==> src/rtl/recebe_ascii_bcd_if.sv <==
// Receive-side bundle of the ASCII-to-BCD receiver: serial line in, packed BCD
// value and status pulses out. The master drives the line and the slave is the receiver.
interface recebe_ascii_bcd_if;
   logic       rx_serial;
   logic [7:0] bcd;
   logic       pronto_recepcao_bcd;
   logic       erro_recepcao;
   logic       digito_pendente;

   modport master (
      output rx_serial,
      input  bcd,
      input  pronto_recepcao_bcd,
      input  erro_recepcao,
      input  digito_pendente
   );

   modport slave (
      input  rx_serial,
      output bcd,
      output pronto_recepcao_bcd,
      output erro_recepcao,
      output digito_pendente
   );
endinterface

==> src/rtl/recebe_ascii_bcd.sv <==
// Decodes two 7O1 ASCII decimal characters, tens first, into one packed BCD byte.
// The block contains bit timing, deserialisation, validation and two-digit assembly.
module recebe_ascii_bcd #(
   parameter int CLOCK_FREQ = 50000000,
   parameter int BAUD_RATE  = 115200
) (
   input  logic              clock,
   input  logic              reset,
   recebe_ascii_bcd_if.slave bus
);
   localparam int N     = CLOCK_FREQ / BAUD_RATE;
   localparam int H     = N / 2;
   localparam int CNT_W = (N > 1) ? $clog2(N) : 1;
   localparam logic [CNT_W-1:0] N_LAST = CNT_W'(N - 1);
   localparam logic [CNT_W-1:0] H_LAST = CNT_W'(H - 1);

   typedef enum logic [2:0] {
      OCIOSO   = 3'd0,
      INICIO   = 3'd1,
      DADOS    = 3'd2,
      PARIDADE = 3'd3,
      PARADA   = 3'd4,
      AVALIA   = 3'd5
   } quadro_t;

   typedef enum logic {
      ESPERA_DEZENA  = 1'b0,
      ESPERA_UNIDADE = 1'b1
   } montagem_t;

   function automatic logic paridade_impar_ok(input logic [6:0] dados, input logic par);
      return ^{dados, par};
   endfunction

   logic             sync1_q, sync1_d;
   logic             sync2_q, sync2_d;
   logic             prev_q, prev_d;
   quadro_t          quadro_q, quadro_d;
   logic [CNT_W-1:0] cnt_q, cnt_d;
   logic [2:0]       bit_q, bit_d;
   logic [6:0]       shift_q, shift_d;
   logic             par_q, par_d;
   logic             stop_q, stop_d;
   montagem_t        mont_q, mont_d;
   logic [3:0]       dezena_q, dezena_d;
   logic [7:0]       bcd_q, bcd_d;
   logic             pronto_q, pronto_d;
   logic             erro_q, erro_d;
   logic             pend_q, pend_d;
   logic             rejeita_s;

   // Next-state logic for synchroniser, frame FSM, digit assembly and outputs
   always_comb begin
      sync1_d   = bus.rx_serial;
      sync2_d   = sync1_q;
      prev_d    = sync2_q;
      quadro_d  = quadro_q;
      cnt_d     = cnt_q + CNT_W'(1);
      bit_d     = bit_q;
      shift_d   = shift_q;
      par_d     = par_q;
      stop_d    = stop_q;
      mont_d    = mont_q;
      dezena_d  = dezena_q;
      bcd_d     = bcd_q;
      pronto_d  = 1'b0;
      erro_d    = 1'b0;
      pend_d    = pend_q;
      rejeita_s = (stop_q == 1'b0) || !paridade_impar_ok(shift_q, par_q) ||
                  (shift_q[6:4] != 3'b011) || (shift_q[3:0] > 4'd9);

      case (quadro_q)
         OCIOSO: begin
            cnt_d = '0;
            if (prev_q && !sync2_q) begin
               quadro_d = INICIO;
            end else begin
               quadro_d = OCIOSO;
            end
         end
         INICIO: begin
            if (cnt_q == H_LAST) begin
               cnt_d = '0;
               bit_d = 3'd0;
               // A line that is high again at mid-start was only a glitch
               if (sync2_q) begin
                  quadro_d = OCIOSO;
               end else begin
                  quadro_d = DADOS;
               end
            end else begin
               quadro_d = INICIO;
            end
         end
         DADOS: begin
            if (cnt_q == N_LAST) begin
               cnt_d   = '0;
               shift_d = {sync2_q, shift_q[6:1]};
               if (bit_q == 3'd6) begin
                  quadro_d = PARIDADE;
               end else begin
                  bit_d = bit_q + 3'd1;
               end
            end else begin
               quadro_d = DADOS;
            end
         end
         PARIDADE: begin
            if (cnt_q == N_LAST) begin
               cnt_d    = '0;
               par_d    = sync2_q;
               quadro_d = PARADA;
            end else begin
               quadro_d = PARIDADE;
            end
         end
         PARADA: begin
            if (cnt_q == N_LAST) begin
               cnt_d    = '0;
               stop_d   = sync2_q;
               quadro_d = AVALIA;
            end else begin
               quadro_d = PARADA;
            end
         end
         AVALIA: begin
            cnt_d    = '0;
            quadro_d = OCIOSO;
            if (rejeita_s) begin
               erro_d   = 1'b1;
               mont_d   = ESPERA_DEZENA;
               dezena_d = 4'd0;
               pend_d   = 1'b0;
            end else if (mont_q == ESPERA_DEZENA) begin
               dezena_d = shift_q[3:0];
               mont_d   = ESPERA_UNIDADE;
               pend_d   = 1'b1;
            end else begin
               bcd_d    = {dezena_q, shift_q[3:0]};
               pronto_d = 1'b1;
               mont_d   = ESPERA_DEZENA;
               pend_d   = 1'b0;
            end
         end
         default: begin
            cnt_d    = '0;
            quadro_d = OCIOSO;
         end
      endcase
   end

   // State registers; synchroniser resets high so reset release is not a start edge
   always_ff @(posedge clock or negedge reset) begin
      if (!reset) begin
         sync1_q  <= 1'b1;
         sync2_q  <= 1'b1;
         prev_q   <= 1'b1;
         quadro_q <= OCIOSO;
         cnt_q    <= '0;
         bit_q    <= 3'd0;
         shift_q  <= 7'd0;
         par_q    <= 1'b0;
         stop_q   <= 1'b0;
         mont_q   <= ESPERA_DEZENA;
         dezena_q <= 4'd0;
         bcd_q    <= 8'h00;
         pronto_q <= 1'b0;
         erro_q   <= 1'b0;
         pend_q   <= 1'b0;
      end else begin
         sync1_q  <= sync1_d;
         sync2_q  <= sync2_d;
         prev_q   <= prev_d;
         quadro_q <= quadro_d;
         cnt_q    <= cnt_d;
         bit_q    <= bit_d;
         shift_q  <= shift_d;
         par_q    <= par_d;
         stop_q   <= stop_d;
         mont_q   <= mont_d;
         dezena_q <= dezena_d;
         bcd_q    <= bcd_d;
         pronto_q <= pronto_d;
         erro_q   <= erro_d;
         pend_q   <= pend_d;
      end
   end

   assign bus.bcd                 = bcd_q;
   assign bus.pronto_recepcao_bcd = pronto_q;
   assign bus.erro_recepcao       = erro_q;
   assign bus.digito_pendente     = pend_q;
endmodule

==> src/flat_wrapper.sv <==
// flat-port wrapper written by rule: the top's interface ports become plain ports
module recebe_ascii_bcd_flat 
#(
   parameter int CLOCK_FREQ = 50000000,
   parameter int BAUD_RATE  = 115200
)
  (clock, reset, bus_rx_serial, bus_bcd, bus_pronto_recepcao_bcd, bus_erro_recepcao, bus_digito_pendente);
  recebe_ascii_bcd_if bus_i ();
  input  logic clock;
  input  logic reset;
  input wire logic [$bits(bus_i.rx_serial)-1:0] bus_rx_serial;
  output wire logic [$bits(bus_i.bcd)-1:0] bus_bcd;
  output wire logic [$bits(bus_i.pronto_recepcao_bcd)-1:0] bus_pronto_recepcao_bcd;
  output wire logic [$bits(bus_i.erro_recepcao)-1:0] bus_erro_recepcao;
  output wire logic [$bits(bus_i.digito_pendente)-1:0] bus_digito_pendente;
  assign bus_i.rx_serial = bus_rx_serial;
  assign bus_bcd = bus_i.bcd;
  assign bus_pronto_recepcao_bcd = bus_i.pronto_recepcao_bcd;
  assign bus_erro_recepcao = bus_i.erro_recepcao;
  assign bus_digito_pendente = bus_i.digito_pendente;
  recebe_ascii_bcd #(.CLOCK_FREQ(CLOCK_FREQ), .BAUD_RATE(BAUD_RATE)) u_core (.clock(clock), .reset(reset), .bus(bus_i));
endmodule
==> config.mk <==
export PLATFORM = sky130hd
export DESIGN_NAME = recebe_ascii_bcd_flat
export DESIGN_NICKNAME = d
export VERILOG_FILES = /design/src/rtl/recebe_ascii_bcd_if.sv /design/src/rtl/recebe_ascii_bcd.sv /design/src/flat_wrapper.sv
export SDC_FILE = /design/constraint.sdc
export NUM_CORES = 1
export LEC_CHECK = 0
export ABC_CLOCK_PERIOD_IN_PS = 3700
export CAP_MARGIN = 5
export CORE_UTILIZATION = 45
export DETAILED_ROUTE_END_ITERATION = 8
export GPL_TIMING_DRIVEN = 0
export HOLD_SLACK_MARGIN = 0.02
export PLACE_DENSITY = 0.61
export SYNTH_ARGS = -nofsm -noshare
export SYNTH_HDL_FRONTEND = slang
export SYNTH_SLANG_ARGS = --single-unit
==> constraint.sdc <==
create_clock -name clock -period 3.7 [get_ports clock]
set_clock_uncertainty 0.1 [all_clocks]
set_input_delay 0.74 -clock clock [delete_from_list [all_inputs] [get_ports clock]]
set_output_delay 0.74 -clock clock [all_outputs]
set_load 0.005 [all_outputs]
==> results list <==
- The flow ran to the end, but the final reports show violations.
* Failing checks: design-rule violations
- Type of the tightest min-delay check: primary input to asynchronous set/reset pin
- Summed over all failing endpoints, the final setup total negative slack is 0 ns.
- Detailed-route wire length: roughly 3200 µm
* Tightest Pin Transition: about 0.8 ns
- Static timing analysis puts the maximum clock frequency at 0.4160 GHz.
- Clock Power Share: 39.7%
* Library cells used by synthesis: 38
- Max-cap violations in this run came to 0.
- Per report_power, the combinational group accounts for around a tenth of the total.
- Final Hold Violating Endpoints: 0
- DIE WIDTH: 66.50 µm
* Number of rows created at floorplan: 23
* DR pass1 iterations: 6
- Delay of the slowest cell on the worst path: 0.60 ns
- Library cell occupying the most area in the post-synthesis netlist: dfrtp_1
- The number of global-route vias before repair came to 1229.
* Number of vias in the routed layout: roughly 1300
- The number of clock buffers added by TritonCTS is 5.
- The critical path goes through inv_1, ha_1, nor4bb_1, nand4_1, nor3_2, and4b_1, nor3_1.
* Placed instance area: approximately 2100 µm²
- Setup repair after global routing left no endpoint under its margin.
- Entering global routing, the biggest net connects 28 pins.
* Final number of max-transition violations: 0
- The top cell types in the final layout, fill and taps aside, are 39 x dfrtp_1, 27 x nand2_1, 15 x nor2_1, 12 x clkdlybuf4s50_1, 10 x mux2_2.
- In this run the power density over the cells is 485.0 nW/µm².
- Number of cells upsized or downsized after cts: 0
- By area, the combinational part of the netlist is dominated by simple AND/OR/NAND/NOR gates.
- Synthesized cell area: 1872 µm²
* I/O Pins: 14
- Among all stages on the critical path, the largest delay is contributed by nor3_2.
- The portion of synthesized area spent on multiplexers is around 6.0%.
* GRT Residual Overflow: 0
- Proportion of register bits with asynchronous set or reset after synthesis: 100.0%
* Final HPWL DP: 2354 µm
- Net switching is roughly a quarter of the power.
* DRC viols: 2
- Worst setup slack after placement: approximately 1.3 ns
- The critical path in this run is classified as flip-flop to flip-flop.
- Syn. warnings: 0
- Final clock period utilization by the worst path: about two thirds
* Die H: about 66 µm
- Int Power: 820.8 µW
* Area contributors post-synth: dfrtp_1 52%, mux2_2 6.0%, nand2_1 5.4%, dfstp_2 4.2%, ha_1 3.3%
* Synthesized-area fraction occupied by ao, oa, aoi and oai cells: a little under a tenth
- The worst setup path is launched from a flip-flop.
- Worst skew pair latency: between 0.2 and 0.3 ns
* Synthesized-area fraction occupied by adder cells: 3.342%
- Crit path required time: 3.78 ns
* Avg Vias per Cell: 5.350
- Final worst-path setup slack: 1.296 ns
* CTS tree: done
* Commonest non-fill, non-tap cell in the layout: dfrtp_1
- The analysis attributes to net switching a power of 254.4 µW.
- In this run the mean area of a mapped cell was 11.14 µm².
* Crit-path max FO: 10
- Counting every net in the synthesized netlist gives around 180.
- Number of nets in the layout: around 200
* Antenna violations before repair: 0
* Worst EP arrival: approximately 2.5 ns
* Number of sinks on the clock net: 42
- Setup violations remaining at the end of the flow were counted as 0.
* Post-synthesis simple-gate area fraction: about a fifth
- CP Capture Type: flip-flop
* Post-synthesis sequential element count: 42
- DRC marker count from the first detailed-route iteration: 94
- Area added between synthesis and finish: 18.45%
- Number of hold buffers added after CTS: 0
* Post-synth EDFFs: 0
- Synthesis produced roughly 170 cells.
- Final min period: 2.404 ns
- Leakage power total: roughly 0.0011 µW
- Per report_power, the sequential group accounts for roughly half of the total.
- First-pass GRT wire length: between 5000 and 6000 µm
* Area share of xor/xnor cells in the synthesized design: under 10%
- The most critical setup path has its startpoint at u_core.cnt_q[1]$_DFF_PN0_.
* Launch instance of the worst register-to-register path: u_core.cnt_q[1]$_DFF_PN0_
- For this run, the leading register cell type out of synthesis is dfrtp_1.
- In this run the deepest clock path goes through 2 buffers.
- Of the cells placed in the final design, the portion with a size suffix greater than 1 is 14.21%.
- In this run the standard cell core region covers 4000 µm².
- Once the floorplan was initialized, standard cells occupied 46.79% of the core.
* Final routed wire length divided by cell count: between 10 and 15 µm
* Area share of the largest cell type after synthesis: between 50% and 60%
- DIE AREA: ~4400 µm²
- Clock-pin slew was measured on the worst setup and hold paths at about 0.090 ns.
- Remaining number of nets flagged by the antenna check after routing: 0
- Number of post-CTS setup repair buffers: 0
- Weighted congestion at the end of routability-driven global placement: slightly below 0.8
- Clock tree synthesis selected as its root buffer the cell clkbuf_8.
- Summing all non-filler instances in the final layout gives an area of 2217 µm².
- Buffers added on ports: 13
- Max VDD drop: 0.0003166 V
- Headroom to the max-slew limit came out at 47.80%.
- Antenna diodes: 0
- In this run the number of H-tree levels came out at 2.
- Global routing consumed, over all layers together, approximately 17% of the routing resources.
* Sequential share of the synthesized area: between 50% and 60%
## state kept, by name, indices dropped and copies added, names as in the netlist, 3 cells and up
signal	cells
u_core.cnt_q	9
u_core.quadro_q	3
u_core.dezena_q	4
u_core.bit_q	3
u_core.bus.bcd	8
u_core.shift_q	7
## area by class of cell
| class | instances | area (µm²) |
|---|---|---|
| repair buffers | 14 | 145.1 |
| clock buffers | 5 | 68.82 |
| well taps | 50 | 62.56 |
| multi-input cells | 117 | 783.3 |
| fillers | 353 | 1783 |
| clock inverters | 3 | 68.82 |
| plain buffers | 2 | 7.507 |
| inverters | 7 | 26.28 |
| flip-flops and latches | 42 | 1055 |
## layer usage
layer	up-vias	wire, µm	share of wire [%]	global-route usage, %
met1	631	1551	48	22.23
met5	-	0	0	0
met2	26	1495	47	26.79
met3	6	133	4.2	6.336
li1	621	-	-	-
met4	0	23	0.72	5.319
## worst paths after layout
path | slack (ns) | to | depth (start not counted)
worst max-delay path | 1.30 | u_core.bit_q[2]$_DFFE_PN0P_ | 7
worst min-delay path | 0.25 | u_core.shift_q[6]$_DFFE_PN0P_ | 1
worst max register to register | 1.30 | u_core.bit_q[2]$_DFFE_PN0P_ | 7
worst min register to register | 0.26 | u_core.prev_d$_DFF_PN1_ | 0
max in group asynchronous | 2.72 | u_core.prev_q$_DFF_PN1_ | 2
min in group clock | 0.26 | u_core.prev_d$_DFF_PN1_ | 0
## Yosys cell counts, types with 2 or more instances
master,n
nand2b_1,2
inv_1,7
o21ai_0,2
nand2_1,27
dfrtp_1,39
o22ai_1,2
nor2b_1,3
dfstp_2,3
xor2_1,2
mux2_2,10
nor4bb_1,2
clkbuf_1,2
a22o_1,3
or3_1,3
and3_1,6
nand3_1,6
a21oi_1,3
ha_1,5
nor2_1,15
nor3_1,2
a21o_1,2
xnor2_1,6
## power groups by stage
stage                     clock [µW]  sequential (µW)  combinational, µW
after floorplan                    0              542               78.0
after global placement             0              553               97.6
after detailed placement           0              556                104
after CTS                        439              547                105
after global routing             457              557                120
final                            426              547                102
## critical path: cells and delay by family (launching register included)
kind          cells  cell delay (ns)
buf+inv           1             0.08
fa+ha+maj         1             0.14
flops             1             0.40
simple gates      5             1.58
## per-stage QoR
step,cells,power (µW),util [%],hold WS (ns)
finish,240,1075,55.43,0.2485
global route,240,1134,55.43,0.2621
CTS,240,1091,55.43,0.2516
detailed placement,232,659.9,51.99,0.2498
global placement,231,650.6,51.61,0.2482
floorplan,168,620.0,-,0.2452
## kinds of logic after synthesis
kind of cell | Yosys count
simple gates | 74
flops | 42
compound gates | 20
mux | 10
buf+inv | 9
xor+xnor | 8
fa+ha+maj | 5
(Power assumes the default switching activity.)
